**src/rtl/fixed_point_seq_unit_pkg.sv**
```systemverilog
// Shared definitions for the sequential fixed-point arithmetic unit:
// operation codes, FSM state encoding, default geometry and the helpers
// that derive the slice count and square-root iteration count from it.
package fixed_point_seq_unit_pkg;

  typedef enum logic [1:0] {
    FPU_ADD  = 2'b00,
    FPU_SUB  = 2'b01,
    FPU_MUL  = 2'b10,
    FPU_SQRT = 2'b11
  } fpu_op_e;

  typedef enum logic [2:0] {
    ST_IDLE   = 3'd0,
    ST_ADDSUB = 3'd1,
    ST_MUL    = 3'd2,
    ST_SQRT   = 3'd3,
    ST_FIN    = 3'd4
  } fpu_state_e;

  localparam int DEF_WIDTH = 32;
  localparam int DEF_FBITS = 10;
  localparam int DEF_CHUNK = 16;

  // Slices per operand.
  function automatic int calc_n(input int width, input int chunk);
    return width / chunk;
  endfunction

  // Root iterations: two radicand bits retire per step.
  function automatic int calc_iter(input int width, input int fbits);
    return (width + fbits) / 2;
  endfunction

  localparam int N_DEF    = calc_n(DEF_WIDTH, DEF_CHUNK);
  localparam int ITER_DEF = calc_iter(DEF_WIDTH, DEF_FBITS);

endpackage

```
**src/rtl/fixed_point_seq_unit_slice_multiplier.sv**
```systemverilog
// Combinational unsigned CHUNK x CHUNK multiplier. The sequential unit
// owns a single instance and steps it across all slice pairs.
//   a, b    : unsigned CHUNK-bit slices
//   product : full 2*CHUNK-bit unsigned product
module slice_multiplier #(
  parameter int CHUNK = 16
) (
  input  logic [CHUNK-1:0]   a,
  input  logic [CHUNK-1:0]   b,
  output logic [2*CHUNK-1:0] product
);

  localparam int PW = 2 * CHUNK;

  assign product = PW'(a) * PW'(b);

endmodule

```
**src/rtl/fixed_point_seq_unit.sv**
```systemverilog
// Sequential signed Q(WIDTH-FBITS).FBITS arithmetic unit: ADD, SUB, MUL
// (one slice product per cycle) and SQRT (non-restoring, two radicand bits
// per cycle), with saturating or wrapping results.
//   clk, reset          : clock, asynchronous active-high reset
//   start, operation    : request and op code, taken when busy is low
//   operand_1/operand_2 : signed operands (operand_1 is the SQRT radicand)
//   result              : held from done until the next completion
//   busy                : from the cycle after acceptance through done
//   done                : one-cycle completion pulse
//   overflow, invalid   : range overflow / negative SQRT radicand
module fixed_point_seq_unit
  import fixed_point_seq_unit_pkg::*;
#(
  parameter int WIDTH    = 32,
  parameter int FBITS    = 10,
  parameter int CHUNK    = 16,
  parameter bit SATURATE = 1'b1
) (
  input  logic             clk,
  input  logic             reset,
  input  logic             start,
  input  logic [1:0]       operation,
  input  logic [WIDTH-1:0] operand_1,
  input  logic [WIDTH-1:0] operand_2,
  output logic [WIDTH-1:0] result,
  output logic             busy,
  output logic             done,
  output logic             overflow,
  output logic             invalid
);

  localparam int N     = calc_n(WIDTH, CHUNK);
  localparam int NN    = N * N;
  localparam int ITER  = calc_iter(WIDTH, FBITS);
  localparam int AW    = 2 * WIDTH;
  localparam int RW    = WIDTH + FBITS;
  localparam int IDX_W = $clog2(NN + 1);
  localparam int IT_W  = $clog2(ITER + 1);

  localparam logic [WIDTH-1:0] MAX_POS = {1'b0, {(WIDTH-1){1'b1}}};
  localparam logic [WIDTH-1:0] MIN_NEG = {1'b1, {(WIDTH-1){1'b0}}};

  function automatic logic [WIDTH-1:0] clamp(input logic neg);
    return neg ? MIN_NEG : MAX_POS;
  endfunction

  // Round the magnitude half-up, extract the integer window, check range,
  // re-apply the sign and clamp if enabled. Returns {overflow, result}.
  function automatic logic [WIDTH:0] mul_finish(input logic [AW-1:0] prod,
                                                input logic          neg);
    logic [AW-1:0]    rnd;
    logic [WIDTH-1:0] mag;
    logic [WIDTH-1:0] res;
    logic             ovf;
    rnd = prod + (AW'(1) << (FBITS - 1));
    mag = WIDTH'(rnd >> FBITS);
    ovf = ((rnd >> (WIDTH + FBITS)) != '0) ||
          (neg ? (mag > MIN_NEG) : mag[WIDTH-1]);
    res = neg ? (~mag + WIDTH'(1)) : mag;
    if (ovf && SATURATE) res = clamp(neg);
    return {ovf, res};
  endfunction

  fpu_state_e state, state_next;
  logic [IDX_W-1:0] idx;
  logic [IT_W-1:0]  iter;
  logic             accept;

  // Operands captured at acceptance
  fpu_op_e                 op_p0;
  logic signed [WIDTH-1:0] a_p0;
  logic signed [WIDTH-1:0] b_p0;
  logic [WIDTH-1:0]        a_mag_p0;
  logic [WIDTH-1:0]        b_mag_p0;
  logic                    sign_p0;
  logic                    neg_p0;

  // Iterative working state
  logic [AW-1:0]           acc_p1;
  logic [RW-1:0]           rad_p1;
  logic signed [WIDTH+1:0] rem_p1;
  logic [WIDTH-1:0]        root_p1;

  logic signed [WIDTH:0]   sum;
  logic                    add_ovf;
  logic [WIDTH-1:0]        add_res;
  logic [WIDTH:0]          mul_out;

  int                      si;
  int                      sj;
  logic [CHUNK-1:0]        slice_a;
  logic [CHUNK-1:0]        slice_b;
  logic [2*CHUNK-1:0]      slice_prod;
  logic [AW-1:0]           partial;

  logic [1:0]              pair;
  logic signed [WIDTH+1:0] rem_sh;
  logic signed [WIDTH+1:0] rem_nx;

  assign accept = start && !busy;

  // Next-state logic
  always_comb begin
    state_next = state;
    case (state)
      ST_IDLE: begin
        if (accept) begin
          case (operation)
            FPU_ADD, FPU_SUB: state_next = ST_ADDSUB;
            FPU_MUL:          state_next = ST_MUL;
            FPU_SQRT:         state_next = operand_1[WIDTH-1] ? ST_FIN : ST_SQRT;
            default:          state_next = ST_IDLE;
          endcase
        end
      end
      ST_ADDSUB: state_next = ST_IDLE;
      ST_MUL:    if (idx == IDX_W'(NN - 1)) state_next = ST_FIN;
      ST_SQRT:   if (iter == IT_W'(ITER - 1)) state_next = ST_FIN;
      ST_FIN:    state_next = ST_IDLE;
      default:   state_next = ST_IDLE;
    endcase
  end

  always_ff @(posedge clk or posedge reset) begin
    if (reset) state <= ST_IDLE;
    else       state <= state_next;
  end

  // Add/subtract with one guard bit
  always_comb begin
    if (op_p0 == FPU_SUB) sum = {a_p0[WIDTH-1], a_p0} - {b_p0[WIDTH-1], b_p0};
    else                  sum = {a_p0[WIDTH-1], a_p0} + {b_p0[WIDTH-1], b_p0};
    add_ovf = sum[WIDTH] ^ sum[WIDTH-1];
    add_res = (add_ovf && SATURATE) ? clamp(sum[WIDTH]) : sum[WIDTH-1:0];
  end

  // Slice pair selection: idx walks A slices fastest, then B slices
  always_comb begin
    si      = int'(idx) % N;
    sj      = int'(idx) / N;
    slice_a = CHUNK'(a_mag_p0 >> (CHUNK * si));
    slice_b = CHUNK'(b_mag_p0 >> (CHUNK * sj));
  end

  slice_multiplier #(.CHUNK(CHUNK)) u_slice_mul (
    .a       (slice_a),
    .b       (slice_b),
    .product (slice_prod)
  );

  assign partial = AW'(slice_prod) << (CHUNK * (si + sj));
  assign mul_out = mul_finish(acc_p1, sign_p0);

  // Non-restoring root step: subtract 4q+1 while the remainder is
  // non-negative, otherwise add 4q+3; the new root bit is the result sign.
  assign pair = rad_p1[RW-1 -: 2];
  always_comb begin
    rem_sh = (rem_p1 <<< 2) | $signed({{WIDTH{1'b0}}, pair});
    if (rem_p1[WIDTH+1]) rem_nx = rem_sh + $signed({root_p1, 2'b11});
    else                 rem_nx = rem_sh - $signed({root_p1, 2'b01});
  end

  // Control and architecturally visible outputs
  always_ff @(posedge clk or posedge reset) begin
    if (reset) begin
      busy     <= 1'b0;
      done     <= 1'b0;
      result   <= '0;
      overflow <= 1'b0;
      invalid  <= 1'b0;
      idx      <= '0;
      iter     <= '0;
    end else begin
      done <= 1'b0;
      case (state)
        ST_IDLE: begin
          // busy still high here only during the done cycle
          if (busy) begin
            busy <= 1'b0;
          end else if (start) begin
            busy     <= 1'b1;
            overflow <= 1'b0;
            invalid  <= 1'b0;
            idx      <= '0;
            iter     <= '0;
          end
        end
        ST_ADDSUB: begin
          result   <= add_res;
          overflow <= add_ovf;
          done     <= 1'b1;
        end
        ST_MUL:  idx  <= idx + IDX_W'(1);
        ST_SQRT: iter <= iter + IT_W'(1);
        ST_FIN: begin
          done <= 1'b1;
          if (op_p0 == FPU_MUL) begin
            result   <= mul_out[WIDTH-1:0];
            overflow <= mul_out[WIDTH];
          end else if (neg_p0) begin
            result  <= '0;
            invalid <= 1'b1;
          end else begin
            result <= root_p1;
          end
        end
        default: ;
      endcase
    end
  end

  // Datapath registers
  always_ff @(posedge clk) begin
    if (state == ST_IDLE && accept) begin
      op_p0    <= fpu_op_e'(operation);
      a_p0     <= operand_1;
      b_p0     <= operand_2;
      a_mag_p0 <= operand_1[WIDTH-1] ? (~operand_1 + WIDTH'(1)) : operand_1;
      b_mag_p0 <= operand_2[WIDTH-1] ? (~operand_2 + WIDTH'(1)) : operand_2;
      sign_p0  <= operand_1[WIDTH-1] ^ operand_2[WIDTH-1];
      neg_p0   <= operand_1[WIDTH-1];
      acc_p1   <= '0;
      rad_p1   <= RW'(operand_1) << FBITS;
      rem_p1   <= '0;
      root_p1  <= '0;
    end else if (state == ST_MUL) begin
      acc_p1 <= acc_p1 + partial;
    end else if (state == ST_SQRT) begin
      rem_p1  <= rem_nx;
      root_p1 <= {root_p1[WIDTH-2:0], ~rem_nx[WIDTH+1]};
      rad_p1  <= rad_p1 << 2;
    end
  end

endmodule

```
**config.mk**
```make
export PLATFORM = sky130hd
export DESIGN_NAME = fixed_point_seq_unit
export DESIGN_NICKNAME = d
export VERILOG_FILES = /design/src/rtl/fixed_point_seq_unit_pkg.sv /design/src/rtl/fixed_point_seq_unit_slice_multiplier.sv /design/src/rtl/fixed_point_seq_unit.sv
export SDC_FILE = /design/constraint.sdc
export NUM_CORES = 2
export LEC_CHECK = 0
export CORE_ASPECT_RATIO = 0.9
export CORE_MARGIN = 4
export CORE_UTILIZATION = 60
export CTS_CLUSTER_DIAMETER = 40
export CTS_CLUSTER_SIZE = 12
export DETAILED_ROUTE_END_ITERATION = 6
export PLACE_DENSITY = 0.78
export SETUP_SLACK_MARGIN = 0.2
export SYNTH_ARGS = -nofsm -noshare
export SYNTH_HDL_FRONTEND = slang
export SYNTH_SLANG_ARGS = --single-unit
```
**constraint.sdc**
```tcl
create_clock -name clk -period 24.4 [get_ports clk]
set_clock_uncertainty 0.2 [all_clocks]
set_input_delay 4.88 -clock clk [delete_from_list [all_inputs] [get_ports clk]]
set_output_delay 4.88 -clock clk [all_outputs]
set_load 0.01 [all_outputs]
```
==> impl_metrics.tcl <==
set metrics [dict create \
    die_height_um 231 \
    path_class "flip-flop to flip-flop" \
    violations "DRC" \
    postCtsHoldBufs 0 \
    stdcell_count 4681 \
    vias 29700 \
    grt_overflow 0 \
    yosysTopAreaCellShare_pct 14.6 \
    syn_inst 3928 \
    core_area_mm2 0.0544 \
    cp-end-kind "flip-flop" \
    cts_setup_buffers 0 \
    crit_top_cell "fa_1" \
    portBuffers 104 \
    ant_nets 0 \
    die_w_um 255 \
    cts_tree "yes" \
    drt-vias-per-instance 6.34 \
    r2r-end "acc_p1[49]$_SDFFE_PP0N_" \
    io_pins 105 \
    worstPathArrival_ps 12150 \
    finalSetupTns_ps 0 \
    critPathLaunch "idx[1]$_DFFE_PP0P_" \
    dieArea_mm2 0.0589 \
    fmax_mhz 84.7 \
    clk_pin_slew_ps 50 \
    hpwl_mm 76.9 \
    rsz0062_at_grt "false" \
    post_synth_num_cell_types 102 \
    cts_inserted_buffers 54 \
    initial_core_util_pct 60.7 \
    synth_commonest_cells "nand2_1 (591), nor2_1 (327), inv_1 (302)" \
    final_nets 4439 \
    clock-sinks 337 \
    holdWs_ps 255 \
    gp_congestion 1.02 \
    hold_class "flip-flop to flip-flop" \
    r2r_start "idx[1]$_DFFE_PP0P_" \
    fin_util_pct 66.7 \
    grt_first_pass_wirelength_mm 157 \
    yosysTopAreaCell "edfxtp_1" \
    synth_ff_type "edfxtp_1" \
    min_path_cells 2 \
    layout_min_cycle_time_ps 11810 \
    insertion_delay_ps 640 \
    syn_avg_cell_area_um2 8.41 \
    cts_buffer_depth 3 \
    cp_slowest_cell "nor2_1" \
    grt_pass1_vias 27600 \
    reg2reg_depth 36 \
    synth-edff-count 161 \
    h-tree-depth 2 \
    hold_path_end "acc_p1[4]$_SDFFE_PP0N_" \
    first_pass_iters 7 \
    antenna_found_initial 1 \
    relSlewSlack_pct 18.5 \
    required_ps 24730 \
    finalHoldViolCount 0 \
    hold_start "acc_p1[4]$_SDFFE_PP0N_" \
    cts-resized-gates 0 \
    yosysSeqAreaShare_pct 26.0 \
    drt_iter0_drc 3623 \
    grt_use_total_pct 33.8 \
    wl_mm 101 \
    drive_gt1_share_pct 5.08 \
    wl_per_cell_um 21.6 \
    outcome "complete, but fails checks" \
    grt_start_max_net_pins 165 \
    slew_violations 0 \
    worst_pin_slew_ps 1190 \
    path_max_fanout 18 \
    syn_area_mm2 0.0330 \
    ys_warn_count 0 \
    area_growth_pct 10.0 \
    max_cap_viol_count 0 \
    synth.area.top_cells "edfxtp_1 (15%), fa_1 (12%), ha_1 (9.1%)" \
    yosysMostFrequentCell "nand2_1" \
    start_kind "flip-flop" \
    finalSetupViolCount 0 \
    synthArstFlopShare_pct 13.9 \
    dp_cells 4582 \
    diodes 0 \
    remaining_drc_errors 1 \
    fin_crit_sh_pct 48.4 \
    synth_nets 4434 \
    r2r_slack_ps 12590 \
    row_count 81 \
    cts_root_buffer "clkbuf_16" \
    ys_ff_latch 337 \
    cpPeakStageDelay_ps 800 \
]
==> cells in the final DEF (no fill, tap or decap), types with 29 or more instances in the layout <==
cell / n
a211oi_1: 35
a21o_1: 81
a21oi_1: 274
a31oi_1: 44
and3_1: 33
buf_4: 30
clkbuf_16: 54
clkdlybuf4s50_1: 104
dfrtp_1: 47
dfxtp_1: 128
edfxtp_1: 161
fa_1: 196
ha_1: 241
inv_1: 301
mux2i_1: 57
nand2_1: 591
nand2b_1: 36
nand3_1: 93
nand4_1: 33
nor2_1: 327
nor3_1: 96
nor4_1: 29
o21ai_0: 145
o31ai_1: 39
or3_1: 38
xnor2_1: 210
xor2_1: 95
==> routing by layer <==
layer	GRT usage (%)	up-vias	routed length, um
met5	0	-	13
met4	10.8	2	3650
met3	7.38	226	11300
met2	49.6	1662	43300
met1	49.9	14100	42800
li1	-	13700	-
==> critical path: cells and delay by family (launching register included) <==
| family | cells | cell delay (ps) |
|---|---|---|
| fa+ha+maj | 8 | 3820 |
| mux | 2 | 500 |
| buf+inv | 4 | 470 |
| flops | 1 | 330 |
| compound gates | 17 | 4470 |
| simple gates | 4 | 1770 |
| xor+xnor | 1 | 160 |
==> final cells by class <==
type	count	area [um^2]
Multi-Input combinational cell	3102	22600
Tap cell	705	882
Timing Repair Buffer	135	1290
Clock buffer	58	1370
Fill cell	4463	18100
Clock inverter	41	479
Inverter	303	1140
Sequential cell	337	8590
==> logic make-up (layout without fill, tap and decap cells) <==
kind of cell             after synthesis  after routing  share of synthesized area [%]
AO/OA/AOI/OAI                        856            856                           16.7
XOR/XNOR                             306            306                           8.14
adder cells (fa/ha/maj)              438            438                           21.0
buffers and inverters                489            537                           5.67
flip-flops                           337            337                           26.0
multiplexers                          81             81                           2.59
AND/OR/NAND/NOR                     1421           1421                           19.8
==> state kept, by name (all words and copies together) (netlist names), 3 cells and up <==
name / count
acc_p1: 64
rem_p1: 33
a_p0: 32
b_p0: 32
rad_p1: 32
result: 32
root_p1: 32
a_mag_p0: 31
b_mag_p0: 31
iter: 5
idx: 3
state: 3
==> how the worst max path moves through the flow <==
| stage | end | slack (ps) | cells past startpoint |
|---|---|---|---|
| floorplan | acc_p1[49]$_SDFFE_PP0N_ | 13970 | 38 |
| global placement | acc_p1[49]$_SDFFE_PP0N_ | 13350 | 36 |
| detailed placement | acc_p1[49]$_SDFFE_PP0N_ | 12940 | 36 |
| CTS | acc_p1[49]$_SDFFE_PP0N_ | 12880 | 36 |
| global route | acc_p1[49]$_SDFFE_PP0N_ | 12000 | 36 |
| finish | acc_p1[49]$_SDFFE_PP0N_ | 12590 | 36 |
==> stage by stage <==
stage,instance area (um^2),setup slack (ps)
2_1_floorplan,33000,13970
3_3_place_gp,34500,13350
3_5_place_dp,34500,12940
4_1_cts,36300,12880
5_1_grt,36300,12000
6_report,36300,12590
Power is not shown: default switching activity piles up to over one toggle a cycle in this logic, so the estimate is an artifact.
